<file path="config.mk">
export PLATFORM = sky130hd
export DESIGN_NAME = instr_fetch_buffer_flat
export DESIGN_NICKNAME = d
export VERILOG_FILES = /design/src/rtl/instr_fetch_buffer_pkg.sv /design/src/rtl/instr_fetch_buffer_if.sv /design/src/rtl/ifb_slot_ram.sv /design/src/rtl/instr_fetch_buffer.sv /design/src/flat_wrapper.sv
export SDC_FILE = /design/constraint.sdc
export NUM_CORES = 1
export LEC_CHECK = 0
export CORE_UTILIZATION = 55
export CTS_BUF_LIST = sky130_fd_sc_hd__clkbuf_4
export DETAILED_ROUTE_END_ITERATION = 6
export PLACE_DENSITY = 0.81
export SLEW_MARGIN = 30
export SYNTH_ARGS = -nofsm -noshare
export SYNTH_HDL_FRONTEND = slang
export SYNTH_SLANG_ARGS = --single-unit
</file>
<file path="constraint.sdc">
create_clock -name clk -period 7.2 [get_ports clk]
set_input_delay 1.08 -clock clk [delete_from_list [all_inputs] [get_ports clk]]
set_output_delay 1.08 -clock clk [all_outputs]
set_load 0.01 [all_outputs]
</file>
<file path="src/rtl/instr_fetch_buffer_pkg.sv">
// Shared widths and constants for the instruction fetch buffer.
package instr_fetch_buffer_pkg;

    localparam int XLEN = 32;
    localparam logic [XLEN-1:0] RESET_VECTOR = 32'hbfc0_0000;

    typedef logic [XLEN-1:0] word_t;

endpackage

</file>
<file path="src/rtl/instr_fetch_buffer_if.sv">
// Fetch / imem / decode signal bundle for the instruction fetch buffer.
interface instr_fetch_buffer_if;
    import instr_fetch_buffer_pkg::*;

    word_t pc;
    logic  flush;
    logic  imem_req;
    word_t imem_addr;
    logic  imem_gnt;
    logic  imem_rvalid;
    word_t imem_rdata;
    logic  stall;
    logic  instr_valid;
    word_t instr;
    word_t instr_pc;
    logic  dec_ready;

    modport slave (
        input  pc, flush, imem_gnt, imem_rvalid, imem_rdata, dec_ready,
        output imem_req, imem_addr, stall, instr_valid, instr, instr_pc
    );

    modport master (
        output pc, flush, imem_gnt, imem_rvalid, imem_rdata, dec_ready,
        input  imem_req, imem_addr, stall, instr_valid, instr, instr_pc
    );

endinterface

</file>
<file path="src/rtl/ifb_slot_ram.sv">
// DEPTH x 64 slot store: pc half written on issue, instr half written on
// response, asynchronous read of the head slot.
module ifb_slot_ram
    import instr_fetch_buffer_pkg::*;
#(
    parameter int DEPTH = 4
) (
    input  logic                     clk_i,
    input  logic                     pc_we_i,
    input  logic [$clog2(DEPTH)-1:0] pc_waddr_i,
    input  word_t                    pc_wdata_i,
    input  logic                     instr_we_i,
    input  logic [$clog2(DEPTH)-1:0] instr_waddr_i,
    input  word_t                    instr_wdata_i,
    input  logic [$clog2(DEPTH)-1:0] raddr_i,
    output word_t                    rd_pc_o,
    output word_t                    rd_instr_o
);

    logic [2*XLEN-1:0] mem_q [DEPTH];

    always_ff @(posedge clk_i) begin
        if (pc_we_i) begin
            mem_q[pc_waddr_i][2*XLEN-1:XLEN] <= pc_wdata_i;
        end
        if (instr_we_i) begin
            mem_q[instr_waddr_i][XLEN-1:0] <= instr_wdata_i;
        end
    end

    assign rd_pc_o    = mem_q[raddr_i][2*XLEN-1:XLEN];
    assign rd_instr_o = mem_q[raddr_i][XLEN-1:0];

endmodule

</file>
<file path="src/rtl/instr_fetch_buffer.sv">
// Instruction fetch buffer: issues one imem request per accepted PC, queues the
// in-order responses with their PCs and presents them to decode (fall-through).
module instr_fetch_buffer
    import instr_fetch_buffer_pkg::*;
#(
    parameter int DEPTH = 4
) (
    input  logic                 clk,
    input  logic                 reset,
    instr_fetch_buffer_if.slave  bus
);

    localparam int PTR_W = $clog2(DEPTH);
    typedef logic [PTR_W:0] ptr_t;
    localparam ptr_t DEPTH_P = ptr_t'(DEPTH);
    localparam ptr_t ONE     = ptr_t'(1);

    ptr_t             wr_ptr_q, wr_ptr_d;
    ptr_t             fill_ptr_q, fill_ptr_d;
    ptr_t             rd_ptr_q, rd_ptr_d;
    ptr_t             inflight_q, inflight_d;
    ptr_t             stale_q, stale_d;
    logic [DEPTH-1:0] filled_q, filled_d;

    logic [PTR_W-1:0] wr_idx, fill_idx, rd_idx;
    logic             req, issue, rsp, live_rsp, head_valid, pop;
    word_t            head_pc, head_instr;

    assign wr_idx   = wr_ptr_q[PTR_W-1:0];
    assign fill_idx = fill_ptr_q[PTR_W-1:0];
    assign rd_idx   = rd_ptr_q[PTR_W-1:0];

    assign req   = ~reset & ~bus.flush
                 & ((wr_ptr_q - rd_ptr_q) != DEPTH_P)
                 & (inflight_q != DEPTH_P);
    assign issue = req & bus.imem_gnt;

    // A response with nothing outstanding is a protocol error and is ignored.
    assign rsp        = bus.imem_rvalid & (inflight_q != '0);
    assign live_rsp   = rsp & (stale_q == '0) & ~bus.flush;
    assign head_valid = (rd_ptr_q != fill_ptr_q) & filled_q[rd_idx];
    assign pop        = head_valid & bus.dec_ready & ~bus.flush;

    always_comb begin
        wr_ptr_d   = wr_ptr_q;
        fill_ptr_d = fill_ptr_q;
        rd_ptr_d   = rd_ptr_q;
        stale_d    = stale_q;
        filled_d   = filled_q;
        inflight_d = inflight_q + ptr_t'(issue) - ptr_t'(rsp);

        if (bus.flush) begin
            wr_ptr_d   = '0;
            fill_ptr_d = '0;
            rd_ptr_d   = '0;
            filled_d   = '0;
            // inflight already counts the stale responses, so after this
            // cycle every outstanding response is owed but unwanted.
            stale_d    = inflight_d;
        end else begin
            if (issue) begin
                wr_ptr_d = wr_ptr_q + ONE;
            end
            if (rsp) begin
                if (stale_q != '0) begin
                    stale_d = stale_q - ONE;
                end else begin
                    fill_ptr_d         = fill_ptr_q + ONE;
                    filled_d[fill_idx] = 1'b1;
                end
            end
            if (pop) begin
                rd_ptr_d         = rd_ptr_q + ONE;
                filled_d[rd_idx] = 1'b0;
            end
        end
    end

    always_ff @(posedge clk or posedge reset) begin
        if (reset) begin
            wr_ptr_q   <= '0;
            fill_ptr_q <= '0;
            rd_ptr_q   <= '0;
            inflight_q <= '0;
            stale_q    <= '0;
            filled_q   <= '0;
        end else begin
            wr_ptr_q   <= wr_ptr_d;
            fill_ptr_q <= fill_ptr_d;
            rd_ptr_q   <= rd_ptr_d;
            inflight_q <= inflight_d;
            stale_q    <= stale_d;
            filled_q   <= filled_d;
        end
    end

    ifb_slot_ram #(
        .DEPTH (DEPTH)
    ) u_slot_ram (
        .clk_i         (clk),
        .pc_we_i       (issue),
        .pc_waddr_i    (wr_idx),
        .pc_wdata_i    (bus.pc),
        .instr_we_i    (live_rsp),
        .instr_waddr_i (fill_idx),
        .instr_wdata_i (bus.imem_rdata),
        .raddr_i       (rd_idx),
        .rd_pc_o       (head_pc),
        .rd_instr_o    (head_instr)
    );

    assign bus.imem_req    = req;
    assign bus.imem_addr   = bus.pc;
    assign bus.stall       = ~(reset | bus.flush | issue);
    assign bus.instr_valid = head_valid;
    assign bus.instr       = head_instr;
    assign bus.instr_pc    = head_pc;

endmodule

</file>
<file path="src/flat_wrapper.sv">
// flat-port wrapper written by rule: the top's interface ports become plain ports
module instr_fetch_buffer_flat import instr_fetch_buffer_pkg::*;
#(
    parameter int DEPTH = 4
)
  (clk, reset, bus_pc, bus_flush, bus_imem_gnt, bus_imem_rvalid, bus_imem_rdata, bus_dec_ready, bus_imem_req, bus_imem_addr, bus_stall, bus_instr_valid, bus_instr, bus_instr_pc);
  instr_fetch_buffer_if bus_i ();
  input  logic clk;
  input  logic reset;
  input wire logic [$bits(bus_i.pc)-1:0] bus_pc;
  input wire logic [$bits(bus_i.flush)-1:0] bus_flush;
  input wire logic [$bits(bus_i.imem_gnt)-1:0] bus_imem_gnt;
  input wire logic [$bits(bus_i.imem_rvalid)-1:0] bus_imem_rvalid;
  input wire logic [$bits(bus_i.imem_rdata)-1:0] bus_imem_rdata;
  input wire logic [$bits(bus_i.dec_ready)-1:0] bus_dec_ready;
  output wire logic [$bits(bus_i.imem_req)-1:0] bus_imem_req;
  output wire logic [$bits(bus_i.imem_addr)-1:0] bus_imem_addr;
  output wire logic [$bits(bus_i.stall)-1:0] bus_stall;
  output wire logic [$bits(bus_i.instr_valid)-1:0] bus_instr_valid;
  output wire logic [$bits(bus_i.instr)-1:0] bus_instr;
  output wire logic [$bits(bus_i.instr_pc)-1:0] bus_instr_pc;
  assign bus_i.pc = bus_pc;
  assign bus_i.flush = bus_flush;
  assign bus_i.imem_gnt = bus_imem_gnt;
  assign bus_i.imem_rvalid = bus_imem_rvalid;
  assign bus_i.imem_rdata = bus_imem_rdata;
  assign bus_i.dec_ready = bus_dec_ready;
  assign bus_imem_req = bus_i.imem_req;
  assign bus_imem_addr = bus_i.imem_addr;
  assign bus_stall = bus_i.stall;
  assign bus_instr_valid = bus_i.instr_valid;
  assign bus_instr = bus_i.instr;
  assign bus_instr_pc = bus_i.instr_pc;
  instr_fetch_buffer #(.DEPTH(DEPTH)) u_core (.clk(clk), .reset(reset), .bus(bus_i));
endmodule
</file>
---- Word level (Yosys, flattened, before mapping) ----
Memory sizes are Yosys's and may differ from the RTL's.
Cells that the tools add are included.
W data, S select, Z words.
storage, ports and cells
  bits in registers ....................... 19
  RAM bits ................................ 256
  bits of input ports ..................... 70
  output and inout port bits .............. 99
  logic and storage cells ................. 76
  memories kept ........................... 1
memory list
  memory                   depth  bits a word  rd ports  clocked after Yosys merged registers in  write ports  line                source
  u_core.u_slot_ram.mem_q  4      64           1         0                                        2            ifb_slot_ram.sv:20  logic [2*XLEN-1:0] mem_q [DEPTH];
operators by class
  add/sub/neg operators ................... 7
  order comparisons ....................... 4
  equal/unequal tests ..................... 4
  muxes and demuxes ....................... 25
  bitwise gates (word level) .............. 18
  reduce and logical (&&, ||, !) cells .... 11
operator list
  operator               number
  $mux W3                10
  $mux W4                5
  $and A1 B1 Y1          10
  $add A3 B1 Y3 const B  3
  $reduce_bool A2 Y1     4
  $mux W1                7
  $lt A2 B3 Y1 const B   2
  $ne A3 B3 Y1 const B   2
  $reduce_bool A3 Y1     2
  $and A4 B4 Y4          1
  $demux W1 S2           2
  $ge A2 B1 Y1 const B   2
  $not A4 Y4             1
  $or A4 B4 Y4           1
  $reduce_and A2 Y1      2
  $add A3 B1 Y3          1
  $logic_not A3 Y1       1
  $ne A3 B3 Y1           1
  $not A1 Y1             3
  $sub A3 B1 Y3          1
  $sub A3 B1 Y3 const B  1
  $sub A3 B3 Y3          1
  $bmux W1 S2            1
  $logic_and A1 B1 Y1    2
  2 further kinds        3

---- Logic depth before layout (Yosys ltp) ----
Gate-level depths: netlist of the first run.
  word-level depth ........................ 11
  gate-level depth with buffers ........... 14
  gate-level depth less buffers ........... 10

---- Hierarchy ----
Synthesis of the first run repeated with hierarchy kept, for this count alone.
unflattened totals
  cells, all modules ...................... 496
  area total of the unflattened synthesis .. 10884.2 um^2
by module, submodules not included
  module              instances  cells each  area each (um^2)  seq. area each (um^2)
  ifb_slot_ram        1          342         9372.7            7687.4
  instr_fetch_buffer  1          154         1511.4            475.5

---- Least setup slack after synthesis of the first run ----
Ideal clock, no wire load.
  path kind ............................... register -> output
  start ................................... reg u_core.rd_ptr_q[1]
  end ..................................... out bus_imem_req
  arrival ................................. 2.441 ns
  required time ........................... 6.120 ns
  setup slack ............................. 3.679 ns
  stages on the path, launching flop included .. 10
  buffers on the path ..................... 3
  path through ............................ dfrtp_1 -> clkbuf_1 -> buf_2 -> buf_1 -> inv_1 -> ha_1 -> nor2b_1 -> xnor2_1 -> nor2_1 -> a2111oi_0
between the ends
  word-level cells in the longest chain between the ends .. 4
ends and longest elaborated chain
  element                 line                      source
  from (decl)             instr_fetch_buffer.sv:20  ptr_t rd_ptr_q, rd_ptr_d;
  from (signal assigned)  instr_fetch_buffer.sv:90  rd_ptr_q <= rd_ptr_d;
  $sub A3 B3 Y3           instr_fetch_buffer.sv:34  & ((wr_ptr_q - rd_ptr_q) != DEPTH_P)
  $ne A3 B3 Y1            instr_fetch_buffer.sv:34
  $and A1 B1 Y1           instr_fetch_buffer.sv:34
  $and A1 B1 Y1           instr_fetch_buffer.sv:35  & (inflight_q != DEPTH_P);
  to (decl)               flat_wrapper.sv:16        output wire logic [$bits(bus_i.imem_req)-1:0] bus_imem_req;
Every way passes these cells.

---- Worst setup path in the final report of the first run ----
  start ................................... in bus_flush
  end ..................................... out bus_stall
between the ends
  word-level cells in the longest chain between the ends .. 7
  elaborated cells between the ends (all ways) .. 8
  those cells by class .................... bitwise (8)
ends and longest elaborated chain
  element           line                       source
  from (decl)       flat_wrapper.sv:11         input wire logic [$bits(bus_i.flush)-1:0] bus_flush;
  $not A1 Y1        instr_fetch_buffer.sv:33   assign req = ~reset & ~bus.flush
  $and A1 B1 Y1     instr_fetch_buffer.sv:33
  $and A1 B1 Y1     instr_fetch_buffer.sv:34
  $and A1 B1 Y1     instr_fetch_buffer.sv:35
  $and A1 B1 Y1     instr_fetch_buffer.sv:36   assign issue = req & bus.imem_gnt;
  $or A1 B1 Y1 (*)  instr_fetch_buffer.sv:114  assign bus.stall = ~(reset | bus.flush | issue);
  $not A1 Y1 (*)    instr_fetch_buffer.sv:114
  to (decl)         flat_wrapper.sv:18         output wire logic [$bits(bus_i.stall)-1:0] bus_stall;
Every way passes the cells marked *; elsewhere a longest branch is shown, timed or not.

==> results of run 1 <==
## report_power, final
group / total, µW / internal [µW] / switching [µW] / leakage (µW)
Combinational: 335 / 173 / 162 / 0.00140
Sequential: 1840 / 1810 / 29.9 / 0.00255
Clock: 1260 / 691 / 570 / 0.000512
## through the flow
step           util, %  total power [µW]  instances  instance area (µm²)
3_5_place_dp     65.84              2208        878                12480
5_1_grt          70.45              3586        995                13350
4_1_cts          70.34              3477        994                13330
3_3_place_gp     65.84              2182        878                12480
2_1_floorplan        -              2047        498                10770
6_report         70.45              3434        995                13350
## registers in the layout (all words and copies together) (netlist names)
name / cells
u_core.wr_ptr_q: 3
u_core.rd_ptr_q: 3
u_core.u_slot_ram.mem_q: 256
u_core.inflight_q: 3
u_core.fill_ptr_q: 3
u_core.stale_q: 3
u_core.filled_q: 4
## final timing paths
| check | from | slack (ps) | cells after the start | end |
|---|---|---|---|---|
| min in group asynchronous | reset | 1030 | 2 | u_core.wr_ptr_q[0] |
| hold / removal | u_core.filled_q[3] | 550 | 2 | u_core.filled_q[3] |
| hold reg to reg | u_core.filled_q[3] | 550 | 2 | u_core.filled_q[3] |
| setup reg to reg | u_core.rd_ptr_q[0] | 4150 | 5 | u_core.u_slot_ram.mem_q[0][53] |
| max in group asynchronous | reset | 5610 | 2 | u_core.rd_ptr_q[0] |
| setup / recovery | bus_flush | 2640 | 5 | bus_stall |
## area by class of cell
class / count / area (µm²) / share of cell area [%]
Clock buffer: 97 / 728.2 / 5.453
Clock inverter: 19 / 125.1 / 0.9369
Inverter: 15 / 56.30 / 0.4216
Multi-Input combinational cell: 155 / 2210 / 16.55
Sequential cell: 275 / 8170 / 61.18
Tap cell: 260 / 325.3 / 2.436
Timing Repair Buffer: 174 / 1739 / 13.02
## worst max-delay path: stages
cell and delay, ps:
sky130_fd_sc_hd__clkdlybuf4s50_1 810, sky130_fd_sc_hd__a2111oi_2 640, sky130_fd_sc_hd__o21a_1 360, sky130_fd_sc_hd__nor3_1 80, sky130_fd_sc_hd__clkdlybuf4s50_1 510
## layout by cell type, fill, tap and decap left out, types with 2 or more instances in the layout
cell type,n
sky130_fd_sc_hd__buf_4,5
sky130_fd_sc_hd__clkinv_1,13
sky130_fd_sc_hd__nor2_1,8
sky130_fd_sc_hd__dfrtp_4,2
sky130_fd_sc_hd__xor2_1,6
sky130_fd_sc_hd__and2_2,4
sky130_fd_sc_hd__dfrtp_1,17
sky130_fd_sc_hd__inv_2,3
sky130_fd_sc_hd__nand2b_1,2
sky130_fd_sc_hd__clkbuf_4,97
sky130_fd_sc_hd__bufinv_16,2
sky130_fd_sc_hd__mux4_2,65
sky130_fd_sc_hd__xnor2_1,5
sky130_fd_sc_hd__a21oi_1,5
sky130_fd_sc_hd__and2_1,5
sky130_fd_sc_hd__edfxtp_1,256
sky130_fd_sc_hd__a211oi_1,3
sky130_fd_sc_hd__inv_1,15
sky130_fd_sc_hd__o21ai_0,3
sky130_fd_sc_hd__o31a_1,2
sky130_fd_sc_hd__ha_1,18
sky130_fd_sc_hd__mux2i_1,4
sky130_fd_sc_hd__nor2b_1,6
sky130_fd_sc_hd__nand2_1,4
sky130_fd_sc_hd__clkdlybuf4s50_1,168
## kinds of logic after synthesis
kind of cell               Yosys count  share of synthesized area [%]
xor gates and xnor gates            11                         0.8946
buffers and inverters               68                          3.729
muxes                               70                          14.07
AOI/OAI and AO/OA                   23                          1.661
adders and majority gates           19                          2.277
DFF                                275                          75.80
and+or+nand+nor                     32                          1.568
## layer usage
| metal | up-vias | wire, µm | track usage [%] |
|---|---|---|---|
| met5 | - | 0 | 0 |
| met4 | 0 | 412 | 9.621 |
| met3 | 31 | 1502 | 5.619 |
| met2 | 252 | 9902 | 34.22 |
| met1 | 2746 | 7867 | 25.49 |
| li1 | 2406 | - | - |
==> metrics, run 1 <==
vias per std cell=5.462; initial detailed-routing violation count=275; Synth top area share=71.38%; number of placed I/O pins=169; latest clock arrival within the worst-skew pair=630 ps; number of nets in the synthesized netlist=587; final number of max-transition violations=0; fraction of registers with async set or reset after synthesis=6.909%; overall die width=141.9 µm; layout cell share with drive strength beyond 1=25.03%; kind of capture point of the worst setup path=output pin; Worst Path Arrival=3480 ps; setup slack of the critical path after layout=2635 ps; cells resized by post-CTS repair=0; number of vias after detailed routing=5435; number of hold violations in the final report=0; share of synthesized area occupied by flip-flops and latches=75.80%; TritonCTS buffer count=68; worst vdd rail ir drop=0.0001510 V; largest fanout on the critical path=22; cell accounting for the most synthesized area=sky130_fd_sc_hd__edfxtp_1; area enclosed by the die boundary=0.02014 mm²; worst-margin pin slew=888.3 ps; clock transition at the registers of the reported paths=60 ps; buffer type at the clock tree root=sky130_fd_sc_hd__clkbuf_4; register bit total from synthesis=275; Antenna Diode Count=0; wire length of the first global-routing pass=30790 µm; routed wirelength normalized by instance count=19.78 µm; total negative setup slack=0 ps; final-layout fill cell count=1170; synthesized instance count=498; remaining max-slew budget at the tightest pin=40.78%; First-pass DRT Iterations=4; # clock sinks=275; total power density per cell area=257.2 mW/mm²; prevailing post-synth register cell=sky130_fd_sc_hd__edfxtp_1; CTS tree=done; RSZ-0062 raised after global routing=false; die boundary height=141.9 µm; leakage power=0.004467 µW; Cell Rows=50; yosys synthesis warning count=0; worst slack at placement=2637 ps; CTS HTree Levels=3; cell with the most instances after synthesis=sky130_fd_sc_hd__edfxtp_1; aggregate global-route resource usage=20.64%; biggest area contributors in the synthesized netlist=sky130_fd_sc_hd__edfxtp_1, sky130_fd_sc_hd__mux4_2, sky130_fd_sc_hd__dfrtp_1; number of global-route vias before repair=6065; number of antenna violations at the first check in global routing=0; residual DRC count=0; startpoint class of the critical path=input port; Cell Area, Synth=0.01077 mm²; Crit path required time=6120 ps; effective utilization at floorplan=56.81%; achievable clock frequency=0.2191 GHz; leftover overflow at the end of global routing=0; # nets final=778; Port Buf Inserts=168; Max Cap Viol=0; minimum hold slack=551.4 ps; Core Area=0.01896 mm²; final cycle utilization of the critical path=63.40%; status=finished, final reports clean; top cells by count, synth=sky130_fd_sc_hd__edfxtp_1, sky130_fd_sc_hd__mux4_2, sky130_fd_sc_hd__buf_4; skew final=27.91 ps; area added between synthesis and finish=24.00%; Hold Path Class=flip-flop to flip-flop; Critical Setup Path Class=input port to output pin; Final Wtd Congestion=0.7813; number of flops mapped to enable cells by yosys=256; maximum clock insertion buffer count=3; post-route minimum period=4565 ps; count of unique library cells instantiated by Yosys=37; post-CTS setup-driven buffer insertion count=0; largest net degree at the start of global routing=71; sum of routed wire length over all layers=19690 µm; DRT antenna net count=0; number of buffers added to fix hold violations after cts=0; hpwl dp=11750 µm; final setup violation count=0; syn_area_per_cell=21.62 µm²
Note: power is estimated with default switching activity, not from simulation.
==> run 2: changes to the inputs <==
- clock period: 7.2 -> 4.31 ns (I/O delays scaled with it)
==> metrics, run 2 (synthesized netlist as in run 1, its figures left out) <==
number of placed I/O pins=169 (unchanged); worst-margin pin slew=877.0 ps (was 888.3 ps); Core Area=0.01896 mm² (unchanged); final cycle utilization of the critical path=90.01%; effective utilization at floorplan=56.81% (unchanged); Hold Path Class=flip-flop to flip-flop (unchanged); area of combinational cells with multiple inputs=0.002210 mm² (unchanged); area of all sequential standard cells=0.008170 mm² (unchanged); number of global-route vias before repair=5712 (was 6065); buffer type at the clock tree root=sky130_fd_sc_hd__clkbuf_4 (unchanged); TritonCTS buffer count=68 (unchanged); # nets final=779 (was 778); Port Buf Inserts=168 (unchanged); leftover overflow at the end of global routing=0 (unchanged); Regs by FF count=u_core.u_slot_ram.mem_q (256), u_core.filled_q (4) (unchanged); Crit path required time=3660 ps (was 6120 ps); Reg with most FFs=u_core.u_slot_ram.mem_q (unchanged); largest fanout on the critical path=35 (was 22); post-route minimum period=3879 ps; slowest CP cell=sky130_fd_sc_hd__dfrtp_4 (was sky130_fd_sc_hd__clkdlybuf4s50_1); routed wirelength normalized by instance count=19.71 µm (was 19.78 µm); Final Wtd Congestion=0.7193 (was 0.7813); most common cell after layout, fill and taps aside=sky130_fd_sc_hd__edfxtp_1 (unchanged); hpwl dp=11660 µm (was 11750 µm); layout cell share with drive strength beyond 1=25.34% (was 25.03%); post-CTS setup-driven buffer insertion count=0 (unchanged); CTS tree=done (unchanged); Max Cap Viol=0 (unchanged); initial detailed-routing violation count=342 (was 275); worst vdd rail ir drop=0.0002394 V (was 0.0001510 V); DRT antenna net count=0 (unchanged); wire length of the first global-routing pass=30150 µm (was 30790 µm); # clock sinks=275 (unchanged); kind of capture point of the worst setup path=output pin (unchanged); family with the most delay on the worst path=buffers and inverters (unchanged); largest net degree at the start of global routing=63 (was 71); CTS HTree Levels=3 (unchanged); flip-flop count of the largest register after layout=256 (unchanged); status=finished, final reports clean (unchanged); Overall Power=5673 µW (was 3434 µW); RSZ-0062 raised after global routing=false (unchanged); aggregate global-route resource usage=20.29% (was 20.64%); vias per std cell=5.418 (was 5.462); overall die width=141.9 µm (unchanged); CP max stage delay=730 ps (was 810 ps); Bufs and invs on worst path=2 (unchanged); First-pass DRT Iterations=4 (unchanged); area added between synthesis and finish=23.78% (was 24.00%); Worst Path Arrival=3230 ps (was 3480 ps); die boundary height=141.9 µm (unchanged); skew final=41.40 ps (was 27.91 ps); leakage power=0.004456 µW (was 0.004467 µW); number of antenna violations at the first check in global routing=1 (was 0); sum of routed wire length over all layers=19530 µm (was 19690 µm); final-layout fill cell count=1196 (was 1170); final setup violation count=0 (unchanged); latest clock arrival within the worst-skew pair=630 ps (about the same); Critical Setup Path Class=flip-flop to output pin (was input port to output pin); residual DRC count=0 (unchanged); final number of max-transition violations=0 (unchanged); area enclosed by the die boundary=0.02014 mm² (unchanged); achievable clock frequency=0.2578 GHz; total negative setup slack=0 ps (unchanged); startpoint class of the critical path=flip-flop (was input port); critical path cell sequence=inv_1 -> ha_1 -> nor2b_1 -> xnor2_1 -> nor2_1 -> a2111oi_0 -> clkdlybuf4s50_1 (was clkdlybuf4s50_1 -> a2111oi_2 -> o21a_1 -> nor3_1 -> clkdlybuf4s50_1); clock transition at the registers of the reported paths=60 ps (about the same); maximum clock insertion buffer count=3 (unchanged); most frequent cells in the layout=sky130_fd_sc_hd__edfxtp_1, sky130_fd_sc_hd__clkdlybuf4s50_1, sky130_fd_sc_hd__clkbuf_4 (unchanged); Cell Rows=50 (unchanged); number of vias after detailed routing=5369 (was 5435); number of hold violations in the final report=0 (unchanged); cells resized by post-CTS repair=0 (unchanged); remaining max-slew budget at the tightest pin=41.53% (was 40.78%); total power density per cell area=425.6 mW/mm² (was 257.2 mW/mm²); number of buffers added to fix hold violations after cts=0 (unchanged)
==> run 2: where the power goes <==
| part | switching, µW | internal [µW] | leakage (µW) |
|---|---|---|---|
| Sequential | 48.7 | 3020 | 0.00255 |
| Combinational | 267 | 293 | 0.00141 |
| Clock | 948 | 1090 | 0.000493 |
==> run 2: final timing paths <==
kind                                     from                             end  slack, ps  depth (start not counted)
setup / recovery           u_core.rd_ptr_q[1]                    bus_imem_req        430                          7
hold reg to reg            u_core.filled_q[3]              u_core.filled_q[3]        550                          2
setup reg to reg           u_core.rd_ptr_q[1]  u_core.u_slot_ram.mem_q[3][48]       1260                          6
max in group asynchronous               reset              u_core.rd_ptr_q[0]       3170                          2
min in group asynchronous               reset              u_core.rd_ptr_q[1]        560                          2
hold / removal             u_core.filled_q[3]              u_core.filled_q[3]        550                          2
==> run 2: worst reg2reg max path, cell delays in order (launching register included) <==
cell and delay, ps:
sky130_fd_sc_hd__dfrtp_4 730, sky130_fd_sc_hd__inv_1 170, sky130_fd_sc_hd__ha_1 220, sky130_fd_sc_hd__nor2b_1 150, sky130_fd_sc_hd__xnor2_1 210, sky130_fd_sc_hd__o21a_1 340, sky130_fd_sc_hd__and2_2 790
==> run 2: cell type report <==
class | count | area share (%)
Antenna cell | 1 | 0.01877
Clock buffer | 98 | 5.519
Clock inverter | 12 | 0.5350
Inverter | 15 | 0.4224
Multi-Input combinational cell | 155 | 16.58
Sequential cell | 275 | 61.29
Tap cell | 260 | 2.440
Timing Repair Buffer | 175 | 13.20
==> run 2: per-layer routing <==
layer | vias to the layer above | wire [µm] | track usage, %
met3 | 35 | 1447 | 5.013
met4 | 0 | 380 | 9.055
met2 | 240 | 9583 | 31.99
met1 | 2700 | 8119 | 27.18
li1 | 2394 | - | -
met5 | - | 0 | 0
==> run 2: metrics by stage <==
stage          area, µm²  hold slack (ps)  utilization [%]  cells  setup WS [ps]
5_1_grt            13330            569.3            70.32    991          109.5
3_5_place_dp       12520            542.5            66.05    880           1031
6_report           13330            547.4            70.32    991          430.5
2_1_floorplan      10770            503.9                -    498           1099
4_1_cts            13330            510.5            70.31    990          303.0
3_3_place_gp       12520            524.3            66.05    880           1134
==> run 3: changes to the inputs <==
- CORE_UTILIZATION: 55 -> 54
- CTS_BUF_LIST: sky130_fd_sc_hd__clkbuf_4 -> not set
- PLACE_DENSITY: 0.81 -> 0.8
==> metrics, run 3 (synthesized netlist as in run 1, its figures left out) <==
status=finished, final reports clean (unchanged); overall die width=143.2 µm (was 141.9 µm); achievable clock frequency=0.2695 GHz (was 0.2578 GHz); total power density per cell area=438.8 mW/mm² (was 425.6 mW/mm²); effective utilization at floorplan=55.15% (was 56.81%); post-CTS setup-driven buffer insertion count=0 (unchanged); final setup violation count=0 (unchanged); Core Area=0.01953 mm² (was 0.01896 mm²); number of placed I/O pins=169 (unchanged); Max Cap Viol=0 (unchanged); maximum clock insertion buffer count=3 (unchanged); # clock sinks=275 (unchanged); family with the most delay on the worst path=buffers and inverters (unchanged); Critical Setup Path Class=flip-flop to output pin (unchanged); cells resized by post-CTS repair=0 (unchanged); leftover overflow at the end of global routing=0 (unchanged); timing endpoint of the critical path=bus_imem_req (unchanged); Reg with most FFs=u_core.u_slot_ram.mem_q (unchanged); Regs by FF count=u_core.u_slot_ram.mem_q (256), u_core.filled_q (4) (unchanged); layout cell share with drive strength beyond 1=17.93% (was 25.34%); Port Buf Inserts=168 (unchanged); number of global-route vias before repair=5411 (was 5712); slowest CP cell=sky130_fd_sc_hd__dfrtp_4 (unchanged); Bufs and invs on worst path=2 (unchanged); skew final=11.04 ps (was 41.40 ps); number of antenna violations at the first check in global routing=0 (was 1); residual DRC count=0 (unchanged); buffer type at the clock tree root=sky130_fd_sc_hd__clkbuf_16 (was sky130_fd_sc_hd__clkbuf_4); RSZ-0062 raised after global routing=false (unchanged); R2R Path End=u_core.u_slot_ram.mem_q[0][34] (was u_core.u_slot_ram.mem_q[3][48]); launch instance of the worst min-delay path=u_core.filled_q[3] (unchanged); final number of max-transition violations=0 (unchanged); aggregate global-route resource usage=19.42% (was 20.29%); kind of capture point of the worst setup path=output pin (unchanged); wire length of the first global-routing pass=29730 µm (was 30150 µm); DRT antenna net count=0 (unchanged); R2R Path Start=u_core.rd_ptr_q[1] (unchanged); vias per std cell=5.465 (was 5.418); final cycle utilization of the critical path=86.08% (was 90.01%); hpwl dp=12110 µm (was 11660 µm); area added between synthesis and finish=24.45% (was 23.78%); Worst path depth=7 (unchanged); TritonCTS buffer count=28 (was 68); leakage power=0.004402 µW (was 0.004456 µW); final-layout fill cell count=1221 (was 1196); Crit path required time=3660 ps (about the same); total negative setup slack=0 ps (unchanged); start point of the critical path=u_core.rd_ptr_q[1] (unchanged); remaining max-slew budget at the tightest pin=45.22% (was 41.53%); CTS tree=done (unchanged); most common cell after layout, fill and taps aside=sky130_fd_sc_hd__edfxtp_1 (unchanged); Antenna Diode Count=0 (was 1); clock transition at the registers of the reported paths=60 ps (about the same); CTS HTree Levels=1 (was 3); # nets final=743 (was 779); register-to-register setup slack=1380 ps (was 1260 ps); startpoint class of the critical path=flip-flop (unchanged); critical path cell sequence=inv_1 -> ha_1 -> nor2b_1 -> xnor2_1 -> nor2_1 -> a2111oi_0 -> clkdlybuf4s50_1 (unchanged); Cell Rows=51 (was 50); Worst Path Arrival=3060 ps (was 3230 ps); initial detailed-routing violation count=343 (was 342); number of hold violations in the final report=0 (unchanged); worst hold path cell count=2 (unchanged); largest net degree at the start of global routing=38 (was 63); cells on worst reg2reg path=6 (unchanged); Final Wtd Congestion=0.7514 (was 0.7193); Hold Path Class=flip-flop to flip-flop (unchanged); minimum hold slack=569.7 ps (was 547.4 ps); post-route minimum period=3710 ps (was 3879 ps); latest clock arrival within the worst-skew pair=520 ps (was 630 ps); area enclosed by the die boundary=0.02051 mm² (was 0.02014 mm²); die boundary height=143.2 µm (was 141.9 µm); routed wirelength normalized by instance count=20.26 µm (was 19.71 µm); worst vdd rail ir drop=0.0003999 V (was 0.0002394 V); largest fanout on the critical path=35 (unchanged); number of buffers added to fix hold violations after cts=0 (unchanged); sum of routed wire length over all layers=19050 µm (was 19530 µm); worst-margin pin slew=821.8 ps (was 877.0 ps); flip-flop count of the largest register after layout=256 (unchanged); CP max stage delay=740 ps (was 730 ps); number of vias after detailed routing=5137 (was 5369); most frequent cells in the layout=sky130_fd_sc_hd__edfxtp_1, sky130_fd_sc_hd__clkdlybuf4s50_1, sky130_fd_sc_hd__mux4_2 (was sky130_fd_sc_hd__edfxtp_1, sky130_fd_sc_hd__clkdlybuf4s50_1, sky130_fd_sc_hd__clkbuf_4); First-pass DRT Iterations=4 (unchanged)
## run 3: how the worst min path moves through the flow
stage	to	slack (ps)
CTS	u_core.wr_ptr_q[0]	570
finish	u_core.filled_q[3]	570
global placement	u_core.wr_ptr_q[0]	530
detailed placement	u_core.filled_q[3]	560
global route	u_core.wr_ptr_q[0]	600
floorplan	u_core.wr_ptr_q[0]	500
## run 3: power by group
group,switching [µW],internal (µW)
Clock,910,1340
Combinational,267,290
Sequential,47.2,3020
Total,1220,4660
## run 3: per-layer routing
metal | track usage [%] | part of all wire (%)
met3 | 4.158 | 8.3
met1 | 27.18 | 42
met2 | 32.04 | 49
met5 | 0 | 0
met4 | 3.583 | 1.1
## run 3: worst register-to-register path, stage by stage (launching register included)
cell	delay, ps
sky130_fd_sc_hd__dfrtp_4	740
sky130_fd_sc_hd__inv_1	170
sky130_fd_sc_hd__ha_1	210
sky130_fd_sc_hd__nor2b_1	130
sky130_fd_sc_hd__xnor2_1	210
sky130_fd_sc_hd__o21a_1	330
sky130_fd_sc_hd__and2_2	740
## run 3: final cells by class
type	instances	area, µm²	share of cell area [%]
inverter	15	56.30	0.4201
clock buffer	43	808.3	6.031
sequential	275	8170	60.97
clock inverter	8	65.06	0.4855
timing repair buffer	179	1764	13.16
tap	265	331.6	2.474
multi-input combinational	155	2206	16.46
## run 3: through the flow
stage | instance area, µm² | worst slack (ps) | power [µW] | utilization, % | instances
5_1_grt | 13400 | 397.6 | 6097 | 68.63 | 940
3_3_place_gp | 12530 | 1120 | 3648 | 64.16 | 889
4_1_cts | 13400 | 516.0 | 5927 | 68.63 | 940
2_1_floorplan | 10770 | 1099 | 3420 | - | 498
6_report | 13400 | 600.0 | 5881 | 68.63 | 940
3_5_place_dp | 12530 | 1062 | 3687 | 64.16 | 889
